$ cat src/rtl/mcu_spi_target.sv
// SPI mode-0 target for the MCU link: oversamples CSn/SCK/MOSI in the clk domain,
// delivers received bytes as strobes and shifts reply bytes out on MISO one byte late.
module mcu_spi_target (
    input  logic       clk,
    input  logic       reset_n,
    input  logic       spi_csn,
    input  logic       spi_sck,
    input  logic       spi_mosi,
    output logic       spi_miso,
    output logic       data_in_strobe,
    output logic       data_in_start,
    output logic [7:0] data_in,
    input  logic [7:0] data_out,
    output logic       busy
);

    typedef enum logic {
        IDLE,
        ACTIVE
    } state_t;

    state_t     state;
    logic [2:0] csn_sync;
    logic [2:0] sck_sync;
    logic [1:0] mosi_sync;
    logic [1:0] sync_fill;
    logic       armed;
    logic [2:0] bit_cnt;
    logic [7:0] rx_shift;
    logic [7:0] tx_shift;
    logic       first_byte;

    logic csn_fall;
    logic csn_rise;
    logic sck_rise;
    logic sck_fall;
    logic load_tx;

    assign csn_fall = csn_sync[2] & ~csn_sync[1];
    assign csn_rise = ~csn_sync[2] & csn_sync[1];
    assign sck_rise = ~sck_sync[2] & sck_sync[1];
    assign sck_fall = sck_sync[2] & ~sck_sync[1];
    assign busy     = ~csn_sync[1];
    // A falling edge only counts at a byte boundary reached by wrapping, never at frame start.
    assign load_tx  = (bit_cnt == 3'd0) && !first_byte;

    // The reset value of the CSn synchronizer is not a real observation of the pin, so a
    // frame may only open after CSn has been genuinely seen high (armed) since reset.
    always_ff @(posedge clk or negedge reset_n) begin
        if (!reset_n) begin
            state          <= IDLE;
            csn_sync       <= 3'b111;
            sck_sync       <= 3'b000;
            mosi_sync      <= 2'b00;
            sync_fill      <= 2'b00;
            armed          <= 1'b0;
            bit_cnt        <= 3'd0;
            rx_shift       <= 8'h00;
            tx_shift       <= 8'h00;
            first_byte     <= 1'b1;
            data_in_strobe <= 1'b0;
            data_in_start  <= 1'b0;
            data_in        <= 8'h00;
            spi_miso       <= 1'b0;
        end else begin
            csn_sync       <= {csn_sync[1:0], spi_csn};
            sck_sync       <= {sck_sync[1:0], spi_sck};
            mosi_sync      <= {mosi_sync[0], spi_mosi};
            sync_fill      <= {sync_fill[0], 1'b1};
            data_in_strobe <= 1'b0;
            data_in_start  <= 1'b0;
            if (sync_fill[1] && csn_sync[1]) begin
                armed <= 1'b1;
            end

            case (state)
                IDLE: begin
                    spi_miso <= 1'b0;
                    if (csn_fall && armed) begin
                        state      <= ACTIVE;
                        bit_cnt    <= 3'd0;
                        first_byte <= 1'b1;
                        tx_shift   <= 8'h00;
                    end
                end
                ACTIVE: begin
                    if (csn_rise) begin
                        state    <= IDLE;
                        bit_cnt  <= 3'd0;
                        spi_miso <= 1'b0;
                    end else if (sck_rise) begin
                        rx_shift <= {rx_shift[6:0], mosi_sync[1]};
                        bit_cnt  <= bit_cnt + 3'd1;
                        if (bit_cnt == 3'd7) begin
                            data_in_strobe <= 1'b1;
                            data_in_start  <= first_byte;
                            data_in        <= {rx_shift[6:0], mosi_sync[1]};
                            first_byte     <= 1'b0;
                        end
                    end else if (sck_fall) begin
                        if (load_tx) begin
                            tx_shift <= data_out;
                            spi_miso <= data_out[7];
                        end else begin
                            tx_shift <= {tx_shift[6:0], 1'b0};
                            spi_miso <= tx_shift[6];
                        end
                    end
                end
                default: state <= IDLE;
            endcase
        end
    end

endmodule

$ cat config.mk
export PLATFORM = sky130hd
export DESIGN_NAME = mcu_spi_target
export DESIGN_NICKNAME = d
export VERILOG_FILES = /design/src/rtl/mcu_spi_target.sv
export SDC_FILE = /design/constraint.sdc
export NUM_CORES = 1
export LEC_CHECK = 0
export CORE_MARGIN = 1
export CORE_UTILIZATION = 35
export DETAILED_ROUTE_END_ITERATION = 12
export PLACE_DENSITY = 0.62
export SYNTH_ARGS = -nofsm -noshare
export SYNTH_HDL_FRONTEND = slang
export SYNTH_SLANG_ARGS = --single-unit
$ cat constraint.sdc
create_clock -name clk -period 2.46 [get_ports clk]
set_input_delay 0.369 -clock clk [delete_from_list [all_inputs] [get_ports clk]]
set_output_delay 0.369 -clock clk [all_outputs]
set_load 0.05 [all_outputs]
==> results of run 1 <==
==> cell families after synthesis <==
group                    after synthesis
other                                  1
AND/OR/NAND/NOR                       16
AO/OA/AOI/OAI                         16
adder cells (fa/ha/maj)                3
buffers and inverters                 11
flip-flops                            41
multiplexers                          23
==> layout make-up <==
type / count / area, um^2 / area share (%)
multi-input cells: 59 / 568 / 27.4
clock buffers: 5 / 68.8 / 3.32
flip-flops and latches: 41 / 1030 / 49.8
inverters: 8 / 30.0 / 1.45
repair buffers: 25 / 243 / 11.7
well taps: 52 / 65.1 / 3.14
clock inverters: 3 / 65.1 / 3.14
==> path summary, 6_finish.rpt <==
kind / startpoint / endpoint / slack, ps / cells after the start
setup / recovery: csn_sync[1]$_DFF_PN1_ / busy / 440 / 2
hold / removal: reset_n / sync_fill[0]$_DFF_PN0_ / 180 / 1
setup reg to reg: csn_sync[2]$_DFF_PN1_ / data_in[7]$_DFFE_PN0P_ / 780 / 3
hold reg to reg: sync_fill[0]$_DFF_PN0_ / sync_fill[1]$_DFF_PN0_ / 350 / 0
max in group asynchronous: reset_n / data_in[2]$_DFFE_PN0P_ / 1720 / 1
min in group clk: sync_fill[0]$_DFF_PN0_ / sync_fill[1]$_DFF_PN0_ / 350 / 0
==> where the power goes <==
part	switching (mW)	internal (mW)	total [mW]
combinational	0.0644	0.0779	0.142
sequential	0.0454	0.740	0.785
clock	0.231	0.403	0.634
==> routing by layer <==
layer	part of all wire, %	vias to the layer above	GRT usage (%)
li1	-	453	-
met1	48	445	14.9
met2	44	20	17.1
met3	5.7	7	5.27
met4	2.5	0	6.67
met5	0	-	0
==> registers in the layout, indices dropped and copies added, names as in the netlist <==
register	flops
csn_sync	3
spi_miso	1
mosi_sync	2
first_byte	1
tx_shift	7
rx_shift	7
data_in_start	1
sck_sync	3
state	1
sync_fill	2
armed	1
data_in	8
bit_cnt	3
data_in_strobe	1
==> layout by cell type, fill, tap and decap left out, types with 2 or more instances in the layout <==
cell / netlist / routed
nor2_1: 2 / 2
mux2_4: 2 / 2
bufinv_16: 0 / 2
mux2_2: 14 / 14
o2bb2ai_1: 6 / 6
nand2b_1: 2 / 2
o32ai_1: 2 / 2
clkdlybuf4s50_1: 0 / 23
ha_1: 3 / 3
inv_1: 8 / 8
clkbuf_8: 0 / 5
dfrtp_1: 37 / 37
dfstp_2: 4 / 4
mux2i_1: 7 / 7
nand2_1: 2 / 2
==> metrics by stage <==
step                setup slack (ps)  instance area [um^2]
floorplan                       1020                  1660
global placement                 784                  1940
detailed placement               753                  1940
CTS                              410                  2070
global route                     384                  2070
finish                           439                  2070
==> results.md, run 1 <==
* Vias/cell at between 4 and 5
* Largest net degree at the start of global routing at 42
* Main combinational cell family by area after synthesis: multiplexers
* Synth area leader: dfrtp_1
* Setup_tns at 0 ps
* Adder-Cell Fraction of Synth Area at under 10%
* CTS H-Tree Depth at 2
* Tmin final at about 2000 ps
* Post-synth top cells: 37 x dfrtp_1, 14 x mux2_2, 8 x inv_1, 7 x mux2i_1, 6 x o2bb2ai_1
* Mux contribution to synthesized area at approximately 16%
* Pre-antenna DRT Iters at 5
* Required @ worst endpoint at between 2000 and 2500 ps
* Number of unique standard cell types used by synthesis at 33
* Clock Tree Buf Depth at 2
* Number of max-cap violations at 0
* Global placement routability congestion at approximately 0.72
* Vias at about 930
* # clock sinks at 41
* Antenna cells at 0
* FP Rows at 24
* Final Non-Filler Cells at about 190
* Mapped cell area at ~1700 um^2
* Achievable frequency at roughly 490 MHz
* Dpl hpwl at 1760 um
* Max stage delay on crit path at 700 ps
* Slew margin rel. at roughly two fifths
* Synth Area in Simple Gates at a little under 8%
* Worst vdd rail ir drop at 0.000427 V
* Worst Path Buf+Inv at 2
* DR WL/cell at 13.3 um
* Post-synthesis xor/xnor area fraction at 0%
* Critical path type: register to output port
* Critical path endpoint category: output port
* # DRC at 0
* Area of the core at around 4400 um^2
* Final Hold Vio Count at 0
* Final Util at 46.6%
* Global-route wire length before repair at 4410 um
* Worst Path Arrival at roughly 1700 ps
* Worst-skew pair later-pin latency at around 300 ps
* Worst Hold Class: input pin to async pin
* Final wirelength at between 2000 and 3000 um
* Worst-margin pin slew at about 870 ps
* CP Launch Type: register
* Mapped Nets at 127
* Critical path, cell by cell: inv_1, clkdlybuf4s50_1
* Initial antenna violation count at 0
* Layout net count at between 150 and 200
* Total power at 1.56 mW
* Layout filler cell count at ~400
* Mapped Cells at ~110
* Root buf cell: clkbuf_8
* Sequential fraction of the synthesis area at just over 60%
* P_leak at 0.924 nW
* CTS tree: yes
* Slowest cell on the critical path: clkdlybuf4s50_1
* Number of flops mapped to enable cells by yosys at 0
* Synth Flop Type: dfrtp_1
* Ports at 25
* Gr usage total at approximately an eighth
* Die area at between 5000 and 6000 um^2
* Compound-Gate Fraction of Synth Area at between 8 and 9%
* Flops & latches, synth at 41
* Number of global-route vias before repair at just over 900
* Endpoints failing setup at 0
* Placed cells at between 150 and 200
* # resized after CTS at 0
* Area Growth Syn to Fin at 24.8%
* Area share of the largest cell type after synthesis at a little under three fifths
* Worst Skew at between 7 and 8 ps
* Clk slew on worst S/H paths at approximately 80 ps
* Crit path max-delay family: buffers and inverters
* Hold_buf cts at 0
* Post-synth ARST share at 100%
* Post-route ant nets at 0
* Outcome: completed
* Pwr Density at 754 nW/um^2
* RSZ-0062 raised after global routing: no
* Count leader, synth: dfrtp_1
* Post-synthesis average cell area at 14.9 um^2
* Port Buf Inserts at 24
* Synth top area cells: dfrtp_1 56%, mux2_2 9.5%, dfstp_2 6.3%
* Initial Util at a little under two fifths
* Grt total ovfl at 0
* Fraction of layout cells with a size suffix above 1 at roughly 26%
* Iteration-0 DRC Markers at between 40 and 50
* Worst Path Max Fanout at 6
* Postcts setup bufs at 0
* YS warnings at 0
* CTS Buf Count at 5
* Die extent in y at ~71 um
* Min Hold Slack at approximately 180 ps
* Die width at 70.9 um
* Max Transition Viols Final at 0
* Final period util at 82.2%
Power figures use the tool's default switching activity.
==> run 2: changes to the inputs <==
- clock period: 2.46 -> 2 ns (I/O delays scaled with it)
==> run 2 against run 1 <==
  * Combinational power grew 34%
  * Global-route usage is 0.34 points higher
  * Clock-buffer cell count increased by 1
  * Critical path depth unchanged
  * Utilization down 0.25 points
  * Sequential share of layout area increased by 0.27 points
  * First-iteration DRC count is 29% lower
  * Clock skew is 0.80 ps higher
  * Worst setup slack got worse by 370 ps
  * Sequential cell count unchanged
  * Critical endpoint unchanged
  * Largest power group unchanged
==> results.md, run 2 (synthesis gave the netlist of run 1 again) <==
* Outcome: completed
* Layout net count at approximately 160
* Worst Path Max Fanout at 6
* # resized after CTS at 0
* Die width at between 70 and 80 um
* Port Buf Inserts at 24
* Sequential Area at ~1000 um^2
* Crit path max-delay family: buffers and inverters
* Clock Power Share at a little over a third
* Die extent in y at 70.9 um
* Worst Hold Class: input pin to async pin
* CTS tree: yes
* Area of the core at approximately 4400 um^2
* Setup_tns at 0 ps
* # clock sinks at just over 40
* CP Launch Type: register
* Die area at ~5000 um^2
* CTS Buf Count at 5
* Achievable frequency at 518 MHz
* Number of max-cap violations at 0
* Most frequent cells in the layout: 37 x dfrtp_1, 23 x clkdlybuf4s50_1, 14 x mux2_2, 8 x inv_1, 7 x mux2i_1
* Footprint of the multi-input gates at between 500 and 600 um^2
* Critical path endpoint category: output port
* Max reg flops at 8
* Largest register by flop count: data_in
* Worst-margin pin slew at roughly 520 ps
* Vias at 940
* Max stage delay on crit path at roughly 700 ps
* Worst Setup SP: csn_sync[1]$_DFF_PN1_
* Vias/cell at about 4.8
* Fraction of layout cells with a size suffix above 1 at 25.9%
* Final wirelength at ~2700 um
* Initial antenna violation count at 0
* Grt total ovfl at 0
* Postcts setup bufs at 0
* Slew margin rel. at about two thirds
* Root buf cell: clkbuf_8
* Ports at 25
* Worst-skew pair later-pin latency at 290 ps
* Post-route ant nets at 0
* Final Hold Vio Count at 0
* Worst Path Buf+Inv at 2
* Gr usage total at approximately an eighth
* Critical path, cell by cell: inv_1, clkdlybuf4s50_1
* Clk slew on worst S/H paths at roughly 80 ps
* P_leak at 0.920 nW
* Pre-antenna DRT Iters at 6
* Most common cell after layout, fill and taps aside: dfrtp_1
* Int Pwr at between 1 and 1.5 mW
* FP Rows at 24
* Iteration-0 DRC Markers at 29
* Pwr Density at just under 900 nW/um^2
* RR Startpoint: csn_sync[2]$_DFF_PN1_
* Antenna cells at 0
* Slowest cell on the critical path: clkdlybuf4s50_1
* DR WL/cell at 13.6 um
* Worst vdd rail ir drop at about 0.00067 V
* Critical path type: register to output port
* Required @ worst endpoint at around 1700 ps
* Largest net degree at the start of global routing at 42
* Regs by FF count: data_in: 8 flops, rx_shift: 7 flops, tx_shift: 7 flops
* Hold_buf cts at 0
* Worst Skew at roughly 8.1 ps
* Global-route wire length before repair at between 4000 and 5000 um
* RSZ-0062 raised after global routing: no
* Dpl hpwl at ~1800 um
* Global placement routability congestion at 0.749
* Seq pwr share at 53.7%
* Worst Path Arrival at about 1600 ps
* Switching share of power at between 20 and 25%
* Number of global-route vias before repair at between 1000 and 1500
* Combinational Power Share at between 10% and 20%
* Max Transition Viols Final at 0
* Initial Util at 37.3%
* Area Growth Syn to Fin at 24.1%
* Psw at just over 400 uW
* Final period util at around 97%
* Layout filler cell count at between 400 and 500
* Clock Tree Buf Depth at 2
* CTS H-Tree Depth at 2
* Endpoints failing setup at 0
* Tmin final at ~1900 ps
* # DRC at 0
* Final Util at a little under half
run 2: per-layer routing:
| metal | wire length, um | up-vias | global-route usage (%) |
|---|---|---|---|
| li1 | - | 461 | - |
| met1 | 1280 | 454 | 16.2 |
| met2 | 1210 | 21 | 18.2 |
| met3 | 124 | 4 | 4.27 |
| met4 | 35 | 0 | 5.33 |
| met5 | 0 | - | 0 |
run 2: path summary, 6_finish.rpt:
path / endpoint / slack [ps] / cells past startpoint
setup / recovery: busy / 70 / 2
min in group clk: sync_fill[1]$_DFF_PN0_ / 350 / 0
hold / removal: state$_DFF_PN0_ / 60 / 2
hold reg to reg: sync_fill[1]$_DFF_PN0_ / 350 / 0
max in group asynchronous: first_byte$_DFFE_PN1P_ / 1570 / 2
setup reg to reg: data_in[7]$_DFFE_PN0P_ / 340 / 3
run 2: metrics by stage:
| stage | cells | area, um^2 | total power, mW | worst slack [ps] | hold WS, ps |
|---|---|---|---|---|---|
| finish | 195 | 2060 | 1.79 | 69.2 | 62.4 |
| global route | 195 | 2060 | 1.89 | 8.29 | 95.7 |
| CTS | 195 | 2060 | 1.82 | 44.7 | 68.8 |
| detailed placement | 187 | 1950 | 1.17 | 318 | 335 |
| global placement | 187 | 1950 | 1.16 | 374 | 332 |
| floorplan | 111 | 1660 | 1.09 | 560 | 4.41 |
run 2: cell type report:
class	instances	area share (%)
clock inverters	2	1.70
multi-input cells	59	27.6
flip-flops and latches	41	50.1
repair buffers	27	12.5
well taps	52	3.16
clock buffers	6	3.52
inverters	8	1.46
run 2: power by group through the flow:
stage	clock network, mW	registers [mW]	logic (mW)
after global routing	0.699	0.972	0.215
after CTS	0.661	0.961	0.194
after detailed placement	0	0.977	0.193
after floorplan	0	0.965	0.128
after global placement	0	0.973	0.186
final	0.640	0.960	0.190
==> run 3: changes to the inputs <==
- SLEW_MARGIN: default -> 15
==> results of run 3 <==
Final layout, timing and power as in run 2 (identical DEF).
